## src/rtl/uart_display_pkg.sv

```systemverilog
// Shared constants, parser state encoding and the ASCII hex-digit decoder
// for the UART display controller.
package uart_display_pkg;

    localparam logic [7:0] ASCII_CR  = 8'h0D;
    localparam logic [7:0] ASCII_LF  = 8'h0A;
    localparam logic [7:0] ASCII_BS  = 8'h08;
    localparam logic [7:0] ASCII_ESC = 8'h1B;

    typedef enum logic {
        ST_IDLE,
        ST_ACCUM
    } parse_state_e;

    // Returns {valid, nibble}; valid is 0 for anything that is not a hex digit.
    function automatic logic [4:0] ascii_to_nibble(input logic [7:0] c);
        logic [4:0] r;
        r = 5'h00;
        if (c >= 8'h30 && c <= 8'h39) begin
            r = {1'b1, 4'(c - 8'h30)};
        end else if (c >= 8'h41 && c <= 8'h46) begin
            r = {1'b1, 4'(c - 8'h37)};
        end else if (c >= 8'h61 && c <= 8'h66) begin
            r = {1'b1, 4'(c - 8'h57)};
        end
        return r;
    endfunction

endpackage

```

## src/rtl/uart_display_ctrl_en_gen.sv

```systemverilog
// Free-running divider that produces the one-cycle oversample enable for uart_rx.
module uart_en_gen #(
    parameter int CLK_DIVIDER = 64,
    parameter int EN_PHASE    = 10
) (
    input  logic i_clk,
    input  logic i_reset,
    output logic o_uart_en
);

    localparam int CW = (CLK_DIVIDER > 2) ? $clog2(CLK_DIVIDER) : 1;
    localparam logic [CW-1:0] CNT_LAST  = CW'(CLK_DIVIDER - 1);
    localparam logic [CW-1:0] CNT_PHASE = CW'(EN_PHASE);

    logic [CW-1:0] counter_q, counter_d;
    logic          en_q, en_d;

    always_comb begin
        counter_d = (counter_q == CNT_LAST) ? '0 : counter_q + 1'b1;
        en_d      = (counter_q == CNT_PHASE);
    end

    always_ff @(posedge i_clk) begin
        if (i_reset) begin
            counter_q <= '0;
            en_q      <= 1'b0;
        end else begin
            counter_q <= counter_d;
            en_q      <= en_d;
        end
    end

    assign o_uart_en = en_q;

endmodule

```

## src/rtl/uart_display_ctrl.sv

```systemverilog
// UART-to-seven-segment glue: enable generator, raw byte shifter and, when
// UART_DISPLAY_ASCII_EN is defined, an ASCII hex line parser with commit/edit/clear.
module uart_display_ctrl
    import uart_display_pkg::*;
#(
    parameter int CLK_DIVIDER = 64,
    parameter int EN_PHASE    = 10,
    parameter int N_DIGITS    = 4
) (
    input  logic                  i_clk,
    input  logic                  i_reset,
    input  logic [7:0]            i_rx_data,
    input  logic                  i_rx_valid,
    input  logic                  i_ascii_mode,
    output logic                  o_uart_en,
    output logic [4*N_DIGITS-1:0] o_display_data,
    output logic                  o_display_update,
    output logic                  o_err
);

    localparam int DW = 4 * N_DIGITS;

    uart_en_gen #(
        .CLK_DIVIDER (CLK_DIVIDER),
        .EN_PHASE    (EN_PHASE)
    ) u_en_gen (
        .i_clk     (i_clk),
        .i_reset   (i_reset),
        .o_uart_en (o_uart_en)
    );

    logic [DW-1:0] display_q, display_d;
    logic          update_q, update_d;
    logic          err_q, err_d;

    // Newest byte lands in the low two digits; the cast drops the oldest byte.
    logic [DW-1:0] raw_shift;
    assign raw_shift = DW'({display_q, i_rx_data});

`ifdef UART_DISPLAY_ASCII_EN
    localparam int CW = $clog2(N_DIGITS + 1);
    localparam logic [CW-1:0] CNT_MAX = CW'(N_DIGITS);

    parse_state_e  state_q, state_d;
    logic [DW-1:0] staging_q, staging_d;
    logic [CW-1:0] count_q, count_d;
    logic          mode_q;
    logic [4:0]    nib;

    always_comb begin
        display_d = display_q;
        update_d  = 1'b0;
        err_d     = 1'b0;
        staging_d = staging_q;
        count_d   = count_q;
        state_d   = state_q;
        nib       = ascii_to_nibble(i_rx_data);

        // A mode switch abandons any partial line; a byte arriving that same cycle is dropped.
        if (i_ascii_mode != mode_q) begin
            staging_d = '0;
            count_d   = '0;
            state_d   = ST_IDLE;
        end else if (i_rx_valid) begin
            if (!i_ascii_mode) begin
                display_d = raw_shift;
                update_d  = 1'b1;
            end else if (nib[4]) begin
                staging_d = DW'({staging_q, nib[3:0]});
                if (count_q != CNT_MAX) count_d = count_q + 1'b1;
                state_d   = ST_ACCUM;
            end else begin
                case (i_rx_data)
                    ASCII_CR, ASCII_LF: begin
                        if (state_q == ST_ACCUM) begin
                            display_d = staging_q;
                            update_d  = 1'b1;
                            staging_d = '0;
                            count_d   = '0;
                            state_d   = ST_IDLE;
                        end
                    end
                    ASCII_BS: begin
                        if (count_q != '0) begin
                            staging_d = staging_q >> 4;
                            count_d   = count_q - 1'b1;
                            if (count_q == CW'(1)) state_d = ST_IDLE;
                        end
                    end
                    ASCII_ESC: begin
                        display_d = '0;
                        update_d  = 1'b1;
                        staging_d = '0;
                        count_d   = '0;
                        state_d   = ST_IDLE;
                    end
                    default: begin
                        err_d     = 1'b1;
                        staging_d = '0;
                        count_d   = '0;
                        state_d   = ST_IDLE;
                    end
                endcase
            end
        end
    end

    always_ff @(posedge i_clk) begin
        if (i_reset) begin
            display_q <= '0;
            update_q  <= 1'b0;
            err_q     <= 1'b0;
            staging_q <= '0;
            count_q   <= '0;
            state_q   <= ST_IDLE;
            mode_q    <= 1'b0;
        end else begin
            display_q <= display_d;
            update_q  <= update_d;
            err_q     <= err_d;
            staging_q <= staging_d;
            count_q   <= count_d;
            state_q   <= state_d;
            mode_q    <= i_ascii_mode;
        end
    end
`else
    logic unused_ascii_mode;
    assign unused_ascii_mode = i_ascii_mode;

    always_comb begin
        display_d = display_q;
        update_d  = 1'b0;
        err_d     = 1'b0;
        if (i_rx_valid) begin
            display_d = raw_shift;
            update_d  = 1'b1;
        end
    end

    always_ff @(posedge i_clk) begin
        if (i_reset) begin
            display_q <= '0;
            update_q  <= 1'b0;
            err_q     <= 1'b0;
        end else begin
            display_q <= display_d;
            update_q  <= update_d;
            err_q     <= err_d;
        end
    end
`endif

    assign o_display_data   = display_q;
    assign o_display_update = update_q;
    assign o_err            = err_q;

endmodule

```

## config.mk

```make
export PLATFORM = sky130hd
export DESIGN_NAME = uart_display_ctrl
export DESIGN_NICKNAME = d
export VERILOG_FILES = /design/src/rtl/uart_display_pkg.sv /design/src/rtl/uart_display_ctrl_en_gen.sv /design/src/rtl/uart_display_ctrl.sv
export SDC_FILE = /design/constraint.sdc
export NUM_CORES = 1
export LEC_CHECK = 0
export CAP_MARGIN = 20
export CORE_MARGIN = 3
export CORE_UTILIZATION = 46
export CTS_CLUSTER_DIAMETER = 80
export DETAILED_ROUTE_END_ITERATION = 8
export HOLD_SLACK_MARGIN = 0.06
export PLACE_DENSITY_LB_ADDON = 0.15
export SLEW_MARGIN = 20
export SYNTH_ARGS = -nofsm -noshare
export SYNTH_HDL_FRONTEND = slang
export SYNTH_HIERARCHICAL = 1
export SYNTH_SLANG_ARGS = --single-unit
```

## constraint.sdc

```tcl
create_clock -name i_clk -period 2.7 [get_ports i_clk]
set_clock_uncertainty 0.05 [all_clocks]
set_input_delay 0.675 -clock i_clk [delete_from_list [all_inputs] [get_ports i_clk]]
set_output_delay 0.675 -clock i_clk [all_outputs]
set_load 0.01 [all_outputs]
```

# [Word level (Yosys, flattened, before mapping)]
# Cells that the tools add are included.
[word_totals] mem_bits_ro=0 mem_bits_rw=0 out_inout_bits=19 inputBits=12 mem_count=0 latch_bits=0 word_cells=9 regBits=24
[classes] n_reduce_logical=1 addsub=1 n_shift=0 muxes=1 n_mul=0 magnitude_cmp=0 eq_ne=2 bitwise=0 div_mod_pow=0
[ops] op="6-bit by 1-bit adder with 6-bit output, second input constant" count=1
[ops] op="6-bit by 4-bit == test with 1-bit output, second input constant" count=1
[ops] op="6-bit == test, second input constant" count=1
[ops] op="2-bit OR reduction" count=1
[ops] op="1-bit two-way mux" count=1

# [Logic depth before layout (Yosys ltp)]
[logic_depth] ltp_word=2 depth_mapped=4 depth_no_buf=4

# [Cells and area by module]
# The synthesis kept the hierarchy.
[modules_own_cells] module="uart_display_ctrl" cells_each=56 n_inst=1 seq_area_each_um2=340.3 area_each_um2=619.3
[modules_own_cells] module="uart_en_gen" cells_each=30 n_inst=1 seq_area_each_um2=140.1 area_each_um2=292.8

# [Least setup slack after synthesis]
# No wires, ideal clock.
[synth_timing] path_kind="input port to flip-flop" start="input i_reset" end="register u_en_gen.en_q, in the netlist u_en_gen/o_uart_en" path_slack_ns=1.264 n_path_buf=0 setup_time_ns=0.073 required_time_ns=2.577 arrival_time_ns=1.314 stages=2 cell_sequence="or4b_1 -> nor3b_2"
[synth_lines] element="start: declaration" line="uart_display_ctrl.sv:11" text="input logic i_reset,"
[synth_lines] element="end signal: assignment" line="uart_display_ctrl_en_gen.sv:29" text="en_q <= en_d;"
[synth_lines] element="end: declaration" line="uart_display_ctrl_en_gen.sv:16" text="logic en_q, en_d;"

# [Worst setup path after layout]
[layout_timing] start="register display_q[3], in the netlist o_display_data[3]" end="output o_display_data[3]"
[layout_lines] element="start: declaration" line="uart_display_ctrl.sv:32" text="logic [DW-1:0] display_q, display_d;"
[layout_lines] element="start signal: assignment" line="uart_display_ctrl.sv:147" text="display_q <= display_d;"
[layout_lines] element="end: declaration" line="uart_display_ctrl.sv:16" text="output logic [4*N_DIGITS-1:0] o_display_data,"
# No word-level cell between the ends.

==> flow_summary.yaml <==
sta:
  period_needed_ns: 1.96
  period_share_pct: 72.7
  tns_ns: 0
  rsz0062_at_grt: "false"
  slew_viol_final: 0
  fmaxAchievable_mhz: 510
  finalHoldViolCount: 0
  setup_violations: 0
power:
  cellPowerDensity_mw_per_mm2: 583
  p_leak_nw: 0.510
  peakVddDrop_mv: 0.429
  finalPower_mw: 0.725
yosys:
  syn_area_per_cell_um2: 10.6
  synth-seq-cells: 24
  syn_area_um2: 912
  synth.distinct_cells: 21
  syn-num-nets: 100
  synth.top_cell.area_share_pct: 52.7
  muxShareOfSynthArea_pct: 17.6
  synth_seq_area_share_pct: 52.7
  synth_top_cell_by_area: "dfxtp_1"
  synthXorXnorAreaFrac_pct: 2.88
  synthCells: 86
  synth_fa_ha_area_share_pct: 2.74
  synth_warnings: 6
  synthSimpleGateAreaFrac_pct: 16.5
  synthTopCellsByArea: "dfxtp_1 53%, mux2i_1 18%, nor2_1 8.6%"
  synth_top_family_by_area: "multiplexers"
  synth-compound-area-share_pct: 1.51
worst_hold_path:
  hold_path.class: "flip-flop to flip-flop"
global_route:
  grt_pass1_vias: 649
  antenna_found_initial: 0
  grt_usage_pct: 13.9
  gr-total-overflow: 0
  grt_pass1_wl_mm: 2.75
  grt_max_degree: 22
finish:
  n_antenna_cell: 0
  num-nets-final: 130
  final_common_cell: "clkdlybuf4s50_1"
  drive_above_1_share_pct: 6.96
  final_cell_mix: "28 x clkdlybuf4s50_1, 24 x dfxtp_1, 21 x nor2_1"
  synthToLayoutAreaGrowth_pct: 36.2
routing:
  antenna_left: 0
  drt-vias-per-instance: 4.80
  dr.pass1.iters: 2
  vias: 672
  avgRoutedWirePerCell_um: 11.0
  drt_iter0_drc: 9
  routed_wl_mm: 1.54
  drc: 0
critical_path:
  crit_fanout: 3
  endpoint: "o_display_data[3]"
  timing.rr.end: "u_en_gen/o_uart_en"
  cp-end-kind: "output pin"
  reg2regPathDepth: 4
  critPathArrivalTime_ns: 1.24
  cp-start-kind: "flip-flop"
  crit_start: "o_display_data[3]"
  crit_type: "flip-flop to output pin"
  r2r-start: "u_en_gen/counter_q[0]"
  critical-path-max-stage-delay_ns: 0.55
  worst-path-stages: 1
  path_buf_inv: 1
  critical-path-top-delay-family: "buffers and inverters"
  r2r_slack_ns: 1.40
  crit_slowest_cell: "clkdlybuf4s50_1"
  worst-endpoint-required_ns: 1.98
  path_cells: "clkdlybuf4s50_1"
floorplanning:
  die_area_mm2: 0.00255
  start_util_pct: 50.6
  rows: 15
  ios: 31
  die_y_um: 50.5
  core_mm2: 0.00180
  die_w_um: 50.5
clock_network:
  clockBufferDepth: 2
  cts_resized: 0
  root_buffer: "clkbuf_4"
  clock-sinks: 24
  cts_tree: "done"
  clk_pin_slew_worst_paths_ns: 0.14
  cts_buffers: 3
  clock_latency_ns: 0.31
  h-tree-depth: 1
  cts_setup_buffers: 0
  hold_buffers: 0
placement:
  gp_congestion: 0.690
  portBuffers: 28
outcome:
  status: "completed"
run:
  cap_violations: 0
synthesized netlist by cell type, drive strengths merged:
cell type  number
ha              2
a31oi           1
or4b            1
o21bai          1
nand3           4
inv             1
nand2           3
buf             5
xor2            2
nor2           21
dfxtp          24
nor2b           1
mux2i          16
nor3b           1
conb            1
or3             1
xnor2           1
cell families (layout without fill, tap and decap cells):
family	Yosys count	in the layout
AO/OA/AOI/OAI	2	2
XOR/XNOR	3	3
adder cells (fa/ha/maj)	2	2
buffers and inverters	6	35
flip-flops	24	24
multiplexers	16	16
other	1	1
AND/OR/NAND/NOR	32	32
state kept, by name, summed over array words and instances, names as in the netlist:
register	cells
o_display_data	16
u_en_gen/counter_q	6
o_display_update	1
u_en_gen/o_uart_en	1
where the power goes:
group | internal [mW] | switching, mW | leakage (nW)
sequential | 0.371 | 0.0135 | 0.197
clock | 0.150 | 0.104 | 0.0279
combinational | 0.0516 | 0.0340 | 0.286
per-stage QoR:
stage / instances / utilization (%) / hold WS, ns / cell area, um^2 / worst slack (ns)
6_report: 140 / 69.0 / 0.445 / 1240 / 0.738
3_3_place_gp: 136 / 66.0 / 0.404 / 1190 / 0.831
3_5_place_dp: 136 / 66.0 / 0.417 / 1190 / 0.813
5_1_grt: 140 / 69.0 / 0.492 / 1240 / 0.664
4_1_cts: 140 / 69.0 / 0.448 / 1240 / 0.726
2_1_floorplan: 86 / - / 0.390 / 912 / 1.26
worst min-delay path by stage:
stage,from,endpoint,slack (ns),cells past startpoint
final,u_en_gen/counter_q[0],u_en_gen/counter_q[0],0.45,1
after global routing,u_en_gen/counter_q[0],u_en_gen/counter_q[0],0.49,1
after CTS,u_en_gen/counter_q[0],u_en_gen/counter_q[0],0.45,1
after detailed placement,u_en_gen/counter_q[0],u_en_gen/counter_q[0],0.42,1
after global placement,u_en_gen/counter_q[0],u_en_gen/counter_q[0],0.40,1
after floorplan,u_en_gen/counter_q[0],u_en_gen/counter_q[0],0.39,1
routing by layer:
| layer | global-route usage, % | vias up | routed length (um) |
|---|---|---|---|
| li1 | - | 338 | - |
| met1 | 16.9 | 314 | 721 |
| met2 | 23.0 | 18 | 712 |
| met3 | 3.86 | 2 | 87 |
| met4 | 5.38 | 0 | 14 |
| met5 | 0 | - | 0 |
cell type report:
type | instances | area, um^2
inverters | 1 | 3.75
clock buffers | 3 | 22.5
flip-flops and latches | 24 | 480
clock inverters | 1 | 30.0
fillers | 157 | 559
well taps | 25 | 31.3
multi-input cells | 56 | 379
repair buffers | 30 | 295
No activity file was read; power rests on OpenSTA's default activity.
